$ cat src/rtl/addsub_pipe_pkg.sv
// Shared constants and the per-stage payload record for the chunked add/sub pipeline.
// Vector fields are sized for the widest supported operand; unused upper bits stay zero.
package addsub_pipe_pkg;

  localparam int DEFAULT_WIDTH  = 32;
  localparam int DEFAULT_STAGES = 4;
  localparam int MAX_WIDTH      = 64;

  // Each stage consumes its own chunk of aHi/bxHi and fills in its chunk of sumLo.
  typedef struct packed {
    logic [MAX_WIDTH-1:0] aHi;
    logic [MAX_WIDTH-1:0] bxHi;
    logic [MAX_WIDTH-1:0] sumLo;
    logic                 carry;
    logic                 valid;
  } stage_t;

endpackage

$ cat src/rtl/addsub_pipe_if.sv
// Operand/result handshake bundle for addsub_pipe; master drives operands and out_ready.
interface addsub_pipe_if #(
  parameter int WIDTH = addsub_pipe_pkg::DEFAULT_WIDTH
);

  logic             in_valid;
  logic             in_ready;
  logic [WIDTH-1:0] a;
  logic [WIDTH-1:0] b;
  logic             sub;
  logic             cin;
  logic             out_valid;
  logic             out_ready;
  logic [WIDTH-1:0] sum;
  logic             cout;
  logic             ovf;
  logic             zero;

  modport master (
    output in_valid, a, b, sub, cin, out_ready,
    input  in_ready, out_valid, sum, cout, ovf, zero
  );

  modport slave (
    input  in_valid, a, b, sub, cin, out_ready,
    output in_ready, out_valid, sum, cout, ovf, zero
  );

endinterface

$ cat src/rtl/addsub_stage.sv
// One CW-bit chunk adder with its pipeline register and valid/ready handshake.
// Stage IDX adds chunk IDX using the carry registered by the previous stage.
module addsub_stage
  import addsub_pipe_pkg::*;
#(
  parameter int CW  = 8,
  parameter int IDX = 0
) (
  input  logic   clk,
  input  logic   rst_n,
  input  stage_t inPayload_i,
  input  logic   downReady_i,
  output logic   ready_o,
  output stage_t outPayload_o
);

  stage_t                 data_q;
  logic                   valid_d;
  logic                   load;
  logic [CW-1:0]          chunkSum;
  logic                   chunkCarry;
  logic [MAX_WIDTH-1:0]   sumLo_d;

  always_comb begin
    {chunkCarry, chunkSum} = {1'b0, inPayload_i.aHi[IDX*CW +: CW]}
                           + {1'b0, inPayload_i.bxHi[IDX*CW +: CW]}
                           + {{CW{1'b0}}, inPayload_i.carry};
    sumLo_d                  = inPayload_i.sumLo;
    sumLo_d[IDX*CW +: CW]    = chunkSum;
  end

  // The stage can take new data when empty or when its contents leave this cycle.
  always_comb begin
    ready_o = !data_q.valid || downReady_i;
    load    = inPayload_i.valid && ready_o;
    valid_d = ready_o ? inPayload_i.valid : data_q.valid;
  end

  // Data fields only move on a real load, so bubbles never disturb held values.
  always_ff @(posedge clk) begin
    if (!rst_n) begin
      data_q <= '0;
    end else begin
      data_q.valid <= valid_d;
      if (load) begin
        data_q.aHi   <= inPayload_i.aHi;
        data_q.bxHi  <= inPayload_i.bxHi;
        data_q.sumLo <= sumLo_d;
        data_q.carry <= chunkCarry;
      end
    end
  end

  assign outPayload_o = data_q;

endmodule

$ cat src/rtl/addsub_pipe.sv
// Pipelined adder/subtractor: WIDTH split into STAGES chunks, one chunk per stage,
// carry rippling through stage registers with full valid/ready backpressure.
module addsub_pipe
  import addsub_pipe_pkg::*;
#(
  parameter int WIDTH  = DEFAULT_WIDTH,
  parameter int STAGES = DEFAULT_STAGES
) (
  input  logic         clk,
  input  logic         rst_n,
  addsub_pipe_if.slave bus
);

  localparam int CW = WIDTH / STAGES;

  stage_t           headP;
  stage_t           tailP;
  stage_t           outP  [STAGES];
  logic             ready [STAGES];
  logic [WIDTH-1:0] bx;
  logic             seen_q;
  logic             seen_d;
  logic             unusedBits;

  // Subtract is a + ~b + 1; a borrow-in turns the +1 into +0.
  always_comb begin
    bx          = bus.sub ? ~bus.b : bus.b;
    headP       = '0;
    headP.aHi   = MAX_WIDTH'(bus.a);
    headP.bxHi  = MAX_WIDTH'(bx);
    headP.carry = bus.cin ^ bus.sub;
    headP.valid = bus.in_valid;
  end

  for (genvar k = 0; k < STAGES; k++) begin : gStage
    stage_t inP;
    logic   downReady;

    if (k == 0) begin : gFirst
      assign inP = headP;
    end else begin : gNext
      assign inP = outP[k-1];
    end

    if (k == STAGES - 1) begin : gLast
      assign downReady = bus.out_ready;
    end else begin : gInner
      assign downReady = ready[k+1];
    end

    addsub_stage #(
      .CW  (CW),
      .IDX (k)
    ) uStage (
      .clk          (clk),
      .rst_n        (rst_n),
      .inPayload_i  (inP),
      .downReady_i  (downReady),
      .ready_o      (ready[k]),
      .outPayload_o (outP[k])
    );
  end

  assign tailP = outP[STAGES-1];

  // zero stays low until a first result has been presented after reset.
  assign seen_d = seen_q || tailP.valid;

  always_ff @(posedge clk) begin
    if (!rst_n) begin
      seen_q <= 1'b0;
    end else begin
      seen_q <= seen_d;
    end
  end

  assign bus.in_ready  = ready[0];
  assign bus.out_valid = tailP.valid;
  assign bus.sum       = tailP.sumLo[WIDTH-1:0];
  assign bus.cout      = tailP.carry;
  assign bus.ovf       = (tailP.aHi[WIDTH-1] == tailP.bxHi[WIDTH-1])
                      && (tailP.sumLo[WIDTH-1] != tailP.aHi[WIDTH-1]);
  assign bus.zero      = seen_d && (tailP.sumLo[WIDTH-1:0] == '0);

  assign unusedBits = ^{tailP.aHi, tailP.bxHi, tailP.sumLo};

endmodule

$ cat src/flat_wrapper.sv
// flat-port wrapper written by rule: the top's interface ports become plain ports
module addsub_pipe_flat import addsub_pipe_pkg::*;
#(
  parameter int WIDTH  = DEFAULT_WIDTH,
  parameter int STAGES = DEFAULT_STAGES
)
  (clk, rst_n, bus_in_valid, bus_a, bus_b, bus_sub, bus_cin, bus_out_ready, bus_in_ready, bus_out_valid, bus_sum, bus_cout, bus_ovf, bus_zero);
  addsub_pipe_if #(.WIDTH(WIDTH)) bus_i ();
  input  logic clk;
  input  logic rst_n;
  input wire logic [$bits(bus_i.in_valid)-1:0] bus_in_valid;
  input wire logic [$bits(bus_i.a)-1:0] bus_a;
  input wire logic [$bits(bus_i.b)-1:0] bus_b;
  input wire logic [$bits(bus_i.sub)-1:0] bus_sub;
  input wire logic [$bits(bus_i.cin)-1:0] bus_cin;
  input wire logic [$bits(bus_i.out_ready)-1:0] bus_out_ready;
  output wire logic [$bits(bus_i.in_ready)-1:0] bus_in_ready;
  output wire logic [$bits(bus_i.out_valid)-1:0] bus_out_valid;
  output wire logic [$bits(bus_i.sum)-1:0] bus_sum;
  output wire logic [$bits(bus_i.cout)-1:0] bus_cout;
  output wire logic [$bits(bus_i.ovf)-1:0] bus_ovf;
  output wire logic [$bits(bus_i.zero)-1:0] bus_zero;
  assign bus_i.in_valid = bus_in_valid;
  assign bus_i.a = bus_a;
  assign bus_i.b = bus_b;
  assign bus_i.sub = bus_sub;
  assign bus_i.cin = bus_cin;
  assign bus_i.out_ready = bus_out_ready;
  assign bus_in_ready = bus_i.in_ready;
  assign bus_out_valid = bus_i.out_valid;
  assign bus_sum = bus_i.sum;
  assign bus_cout = bus_i.cout;
  assign bus_ovf = bus_i.ovf;
  assign bus_zero = bus_i.zero;
  addsub_pipe #(.WIDTH(WIDTH), .STAGES(STAGES)) u_core (.clk(clk), .rst_n(rst_n), .bus(bus_i));
endmodule
$ cat config.mk
export PLATFORM = sky130hd
export DESIGN_NAME = addsub_pipe_flat
export DESIGN_NICKNAME = d
export VERILOG_FILES = /design/src/rtl/addsub_pipe_pkg.sv /design/src/rtl/addsub_pipe_if.sv /design/src/rtl/addsub_stage.sv /design/src/rtl/addsub_pipe.sv /design/src/flat_wrapper.sv
export SDC_FILE = /design/constraint.sdc
export NUM_CORES = 1
export LEC_CHECK = 0
export ABC_AREA = 0
export CAP_MARGIN = 20
export CORE_MARGIN = 4
export CORE_UTILIZATION = 50
export DETAILED_ROUTE_END_ITERATION = 8
export GPL_ROUTABILITY_DRIVEN = 0
export PLACE_DENSITY = 0.68
export SLEW_MARGIN = 5
export SYNTH_ARGS = -nofsm -noshare
export SYNTH_HDL_FRONTEND = slang
export SYNTH_HIERARCHICAL = 1
export SYNTH_SLANG_ARGS = --single-unit
$ cat constraint.sdc
create_clock -name clk -period 3.7 [get_ports clk]
set_input_delay 0.74 -clock clk [delete_from_list [all_inputs] [get_ports clk]]
set_output_delay 0.74 -clock clk [all_outputs]
set_load 0.1 [all_outputs]
==> results, run 1 <==
- The number of nets with antenna violations after routing is 0.
- In this run the static leakage power is 3.806 nW.
- The post-synthesis cell count is 1086.
- The number of endpoints failing setup at the final stage is 0.
- The area growth from synthesis to layout is 14.17%.
- In this run the tightest slew margin relative to its limit is 0.3479.
- In this design, the critical path's most frequently occurring cell is sky130_fd_sc_hd__nand2b_4.
- Counting along the longest clock path gives a buffer depth of 2.
- In the routed layout, each cell is associated on average with a via count of 5.128.
- The number of buffers inserted to repair setup after CTS is 0.
- The flow ran to the end, and the final reports show no timing, DRC or antenna violations.
- The type of element capturing the critical path is an output port.
- The required time of the critical path is 2.96 ns.
- For this run, the number of Yosys warnings is 6.
- The total negative slack for setup checks is 0 ns.
- The effective utilization at floorplan is 0.5152.
- The slew at the pin closest to its max-slew limit is 0.9751 ns.
- The count of vias placed by the detailed router is 6841.
- The via count of the first global-routing pass is 6070.
- Counting every sink on the clock net gives around 190.
- The detailed-routing iteration count for the pre-antenna-repair pass is 4.
- Grouping stages by cell kind, the critical path spends the most delay in simple AND/OR/NAND/NOR gates.
- The number of remaining DRC errors is 0.
- The DRC violation total after the first TritonRoute iteration is between 300 and 400.
- The core area is 17420 um2.
- The max-cap violation count is 0.
- Entering global routing, the biggest net connects 58 pins.
- STA classifies the critical path startpoint as an input pin.
- The width of the die is around 140 um.
- The maximum fanout encountered on the critical timing path is 5.
- For the worst-skew pair, the clock arrives at the later sink with an insertion delay of 0.42 ns.
- The startpoint-to-endpoint class of the critical path is in2out.
- Summed over all nets, the half-perimeter wirelength after detailed placement is 13170 um.
- 107 I/O pins were placed.
- IR analysis of the VDD net gives a maximum drop of 0.2860 mV.
- The fmax is 363.3 MHz.
- The initial antenna violation count is 0.
- Data on the critical path arrives at its endpoint at 2.01 ns.
- The net count of the finished layout is 1202.
- Counting every net in the synthesized netlist gives roughly 1200.
- The clock-pin slew reported for the worst setup and hold paths after clock tree synthesis is 0.07 ns.
- In the finished design, the share of the clock period the worst path needs comes to 0.7439.
- Clock tree synthesis inserted a total of 17 buffers.
- The die area is between 20000 and 25000 um2.
- Once layout is complete, the utilization of the core stands at 0.5882.
- The final hold violation count is 0.
- The total power after layout is roughly 0.0043 W.
- The critical path buffer and inverter count is 2.
- The signal on the critical path passes through clkdlybuf4s50_1 -> nand2b_4 -> nand2b_4 -> nand2b_4 -> nand2b_4 -> buf_12.
- In this run the number of H-tree levels came out at 4.
- The sum of overflow across all layers after global routing is 0.
- The routed wire length per instance is approximately 14 um.
- In this run, post-CTS repair resized a total of 0 instances.
- The slowest stage cell on the critical path is sky130_fd_sc_hd__clkdlybuf4s50_1.
- Setup repair after global routing left no endpoint under its margin.
- The power density of the placed cells is 420.1 nW/um2.
- The synthesized netlist occupies a cell area of 8974 um2.
- In this run the tool buffered the top-level ports with 106 buffer cells.
- In the global route stage, overall resource usage came out at 0.1803.
- The number of antenna diodes in the final layout is 0.
- Dividing the synthesized area by the synthesized cell count gives 8.263 um2.
- The first-pass GRT wire length is between 30000 and 40000 um.
- The worst path in the final design needs a cycle of 2.752 ns, including I/O delays and setup.
- The fraction of final layout cells sized beyond drive strength 1 is 0.1244.
- In this run the worst hold path is classified as reg2reg.
- The clock root buffer is sky130_fd_sc_hd__clkbuf_16.
- For this design, the CTS-stage hold fixing added 0 buffers.
- The final layout contains routed wiring with a total length of 18140 um.
- The row count is 48.
- The CTS tree is built.
- The final-report max-slew violation count is 0.
- The largest incremental delay on the critical path is 0.39 ns.
- The clock arrives with 0.01036 ns of skew.
- The floorplan step set the die height to 142.0 um.
==> layer usage <==
metal	up-vias	share of wire	wire length, um	global-route usage
li1	3620	-	-	-
met1	3053	0.53	9698	0.2842
met2	155	0.41	7399	0.2489
met3	13	0.048	863	0.03663
met4	0	0.0096	175	0.04697
met5	-	0	0	0
==> stage by stage <==
| step | cells | setup WS (ns) | hold WS [ns] | area [um2] |
|---|---|---|---|---|
| final | 1334 | 0.9476 | 0.4524 | 10240 |
| after floorplan | 1086 | 0.02467 | 0.4224 | 8979 |
| after global placement | 1302 | 0.5455 | 0.4302 | 9686 |
| after CTS | 1334 | 0.8904 | 0.4524 | 10240 |
| after detailed placement | 1302 | 0.5220 | 0.4363 | 9686 |
| after global routing | 1334 | 0.8627 | 0.4689 | 10240 |
==> cells in the final DEF (no fill, tap or decap), types with 10 or more instances in the layout <==
master,count
sky130_fd_sc_hd__dfxtp_1,187
sky130_fd_sc_hd__nor2_1,11
sky130_fd_sc_hd__inv_1,10
sky130_fd_sc_hd__xor2_1,35
sky130_fd_sc_hd__nand3_1,19
sky130_fd_sc_hd__buf_4,18
sky130_fd_sc_hd__a21oi_2,27
sky130_fd_sc_hd__nand4_1,11
sky130_fd_sc_hd__a21oi_1,155
sky130_fd_sc_hd__clkdlybuf4s50_1,102
sky130_fd_sc_hd__a211o_1,14
sky130_fd_sc_hd__nand2_2,31
sky130_fd_sc_hd__clkbuf_16,17
sky130_fd_sc_hd__ha_1,28
sky130_fd_sc_hd__nand2_1,305
==> layout make-up <==
cell class              instances  area [um2]
inverters                      12       45.04
flip-flops and latches        187        3744
fillers                      1662        7172
well taps                     225       281.5
clock inverters                13       116.4
multi-input cells             754        4394
clock buffers                  19       442.9
repair buffers                124        1221
==> report_power, final <==
group | total (W) | switching [W] | internal (W)
logic | 0.000456 | 0.000259 | 0.000197
registers | 0.00213 | 0.0000440 | 0.00208
clock network | 0.00172 | 0.000774 | 0.000950
==> worst paths after layout <==
path / start / to / slack [ns] / cells after the start
max: bus_out_ready / bus_in_ready / 0.95 / 6
min: u_core/gStage[1].uStage/outPayload_o[161] / u_core/gStage[2].uStage/outPayload_o[161] / 0.45 / 2
max reg2reg: u_core/gStage[2].uStage/outPayload_o[1] / u_core/gStage[3].uStage/outPayload_o[32] / 1.49 / 6
min reg2reg: u_core/gStage[1].uStage/outPayload_o[161] / u_core/gStage[2].uStage/outPayload_o[161] / 0.45 / 2
==> registers in the layout, summed over array words and instances, names as in the netlist <==
name,count
u_core/seen_q,1
u_core/gStage.uStage/outPayload_o,186
==> tightest hold or removal path, stage by stage (launching register included) <==
cell and delay (ns):
sky130_fd_sc_hd__dfxtp_1 0.31, sky130_fd_sc_hd__nand2_1 0.05, sky130_fd_sc_hd__a21oi_1 0.05
Note: power is estimated with default switching activity, not from simulation.
==> run 2: changes to the inputs <==
clock period = 2.6 ns   (was 3.7 ns; I/O delays follow)
==> results, run 2 (synthesis results as in run 1) <==
- The analysis attributes to cell leakage a power of slightly below 4 nW.
- After floorplanning, the core was sized to cover 17420 um2.
- The slew at the pin closest to its max-slew limit is approximately 0.57 ns.
- The clock root buffer is sky130_fd_sc_hd__clkbuf_16.
- Summed over all nets, the switching power comes to 0.001596 W.
- The maximum fanout encountered on the critical timing path is 5.
- The startpoint of the most critical hold path is u_core/gStage[1].uStage/outPayload_o[10].
- Clock-pin slew was measured on the worst setup and hold paths at ~0.070 ns.
- The area growth from synthesis to layout is 14.67%.
- The row count is 48.
- The share of power burned in registers is 0.491.
- The worst register-to-register path ends at u_core/gStage[3].uStage/outPayload_o[32].
- Setup repair after global routing left no endpoint under its margin.
- The final hold violation count is 0.
- The worst reg2reg path startpoint is u_core/gStage[2].uStage/outPayload_o[1].
- The final route contains 6834 vias.
- Between clock sinks in the finished design, the worst skew comes to 0.007117 ns.
- The total of fill cells in the finished design is 1647.
- After detailed routing, the average wire length per cell comes to 13.61 um.
- The post-route minimum period is between 2 and 2.5 ns.
- The number of endpoints failing setup at the final stage is 0.
- The number of flip-flops under the largest register name is 186.
- The CTS tree is built.
- The top cell types in the final layout, fill and taps aside, are sky130_fd_sc_hd__nand2_1, sky130_fd_sc_hd__dfxtp_1, sky130_fd_sc_hd__a21oi_1, sky130_fd_sc_hd__clkdlybuf4s50_1, sky130_fd_sc_hd__buf_4.
- The sequential cells in the finished layout cover a total of 3745 um2.
- The die covers roughly 20000 um2.
- In this run the tightest slew margin relative to its limit is 0.6200.
- For the worst flop-to-flop path, the logic depth is 6.
- The most frequent standard cell in the layout excluding fill and tap cells is sky130_fd_sc_hd__nand2_1.
- The worst hold path passes through 2 cells.
- The final-report max-slew violation count is 0.
- Data on the critical path arrives at its endpoint at around 2.0 ns.
- Buffers inserted during clock tree synthesis total 17.
- The width of the die is 142.0 um.
- The repair_antennas step left the layout with diodes totalling 0.
- Summed over all layers, the routed wires come to 18260 um.
- The share of total power dissipated in the clock network is 0.399.
- Walking the worst path, the cells encountered are nor4_1 -> nand4_1 -> nor3_4 -> buf_12.
- In the routed layout, each cell is associated on average with a via count of roughly 5.1.
- The count of hold-fix buffers inserted at cts is 0.
- After clock tree synthesis, the setup repair step added 0 buffers.
- After detailed routing, the number of remaining DRC violations is 0.
- The area occupied by multi-input gates is roughly 4400 um2.
- The first global-routing pass estimated 30730 um of wire.
- The type of element capturing the critical path is an output port.
- The clock insertion delay at the later pin of the skew report is 0.43 ns.
- The tool flagged a number of max-cap violations equal to 0.
- In this run the deepest clock path goes through 2 buffers.
- The number of cells in the design after placement is 1310.
- The port buffer count is 106.
- The final layout contains 1210 nets.
- The maximum VDD drop is 0.4576 mV.
- The chip height is 142.0 um.
- For this run, the number of standard cells in the final layout without fillers is 1342.
- For this run, the total global-route usage over all layers was measured as 0.1834.
- The via count of the first global-routing pass was 6262.
- After routing the design area is 10290 um2.
- The effective utilization at floorplan is 0.5152.
- STA classifies the critical path startpoint as a flip-flop.
- The startpoint-to-endpoint class of the critical path is reg2out.
- The first routing iteration left 519 violations.
- The fmax is 401.9 MHz.
- The initial antenna violation count is 0.
- The final HPWL from detailed placement is 13190 um.
- The number of nets with antenna violations after routing is 0.
- In this run the power density over the cells is 598.1 nW/um2.
- The number of gates resized after CTS is 0.
- The path with the worst hold slack has its endpoint at u_core/gStage[2].uStage/outPayload_o[10].
- In the final timing run, aggregate negative setup slack is 0 ns.
- The worst register-to-register path has a setup slack of 0.32 ns.
- The I/O pin count is 107.
- On the worst path, the slowest cell contributes a delay of 0.47 ns.
- The sum of overflow across all layers after global routing is 0.
- The cell area reported after detailed placement is 9727 um2.
- Internal power comes to 0.004559 W.
- The fraction of the cycle the final worst path needs is 0.9570.
- The slowest stage cell on the critical path is sky130_fd_sc_hd__nor4_1.
- The number of clock sinks seen by CTS is 187.
- The kind of path behind the tightest hold check is reg2reg.
- The run finished with clean final reports.
- At the worst endpoint, the required time is 2.08 ns.
- The fraction of final layout cells sized beyond drive strength 1 is 0.1656.
- Of the total power, the share spent switching nets is 0.2593.
- Entering global routing, the biggest net connects 53 pins.
- The detailed-routing iteration count for the pre-antenna-repair pass is 5.
- The share of total power dissipated in combinational logic is 0.109.
- The H-tree was split into 4 levels.
run 2: stage by stage:
| stage | util | setup WS (ns) | hold WS, ns | total power [W] |
|---|---|---|---|---|
| 4_1_cts | 0.5908 | 0.03445 | 0.4526 | 0.006205 |
| 3_3_place_gp | 0.5585 | -0.2044 | 0.4311 | 0.003754 |
| 6_report | 0.5908 | 0.1118 | 0.4480 | 0.006155 |
| 3_5_place_dp | 0.5585 | -0.2143 | 0.4426 | 0.003760 |
| 5_1_grt | 0.5908 | 0.02769 | 0.4708 | 0.006417 |
| 2_1_floorplan | - | 0.02424 | 0.4224 | 0.003568 |
run 2: layout make-up:
cell class / instances / area share
clock inverters: 13 / 0.01070
multi-input cells: 754 / 0.4285
clock buffers: 19 / 0.04402
repair buffers: 132 / 0.1211
inverters: 12 / 0.004377
well taps: 225 / 0.02736
flip-flops and latches: 187 / 0.3639
run 2: metal layers:
| layer | global-route usage | wire length, um | part of all wire | up-vias |
|---|---|---|---|---|
| met5 | 0 | 0 | 0 | - |
| met3 | 0.03360 | 859 | 0.047 | 17 |
| met2 | 0.2574 | 7413 | 0.41 | 155 |
| li1 | - | - | - | 3624 |
| met4 | 0.05051 | 230 | 0.013 | 0 |
| met1 | 0.2868 | 9761 | 0.53 | 3038 |
run 2: how the worst max path moves through the flow:
stage / from / endpoint / slack, ns / cells past startpoint
floorplan: bus_sub / u_core/gStage[0].uStage/outPayload_o[8] / 0.02 / 9
global placement: bus_cin / u_core/gStage[0].uStage/outPayload_o[1] / -0.20 / 8
detailed placement: bus_cin / u_core/gStage[0].uStage/outPayload_o[1] / -0.21 / 8
CTS: u_core/gStage[3].uStage/outPayload_o[33] / bus_zero / 0.03 / 4
global route: u_core/gStage[3].uStage/outPayload_o[33] / bus_zero / 0.03 / 4
finish: u_core/gStage[3].uStage/outPayload_o[33] / bus_zero / 0.11 / 4
run 2: worst max-delay path: cells and delay by family, from the launching register on:
family        cells  cell delay (ns)
simple gates      3             0.98
flops             1             0.36
buf+inv           1             0.20
run 2: power by group through the flow:
stage	logic [W]	clock network (W)	registers [W]
after CTS	0.000675	0.00251	0.00302
after global routing	0.000752	0.00263	0.00304
after global placement	0.000668	0	0.00309
final	0.000674	0.00246	0.00302
after detailed placement	0.000671	0	0.00309
after floorplan	0.000489	0	0.00308
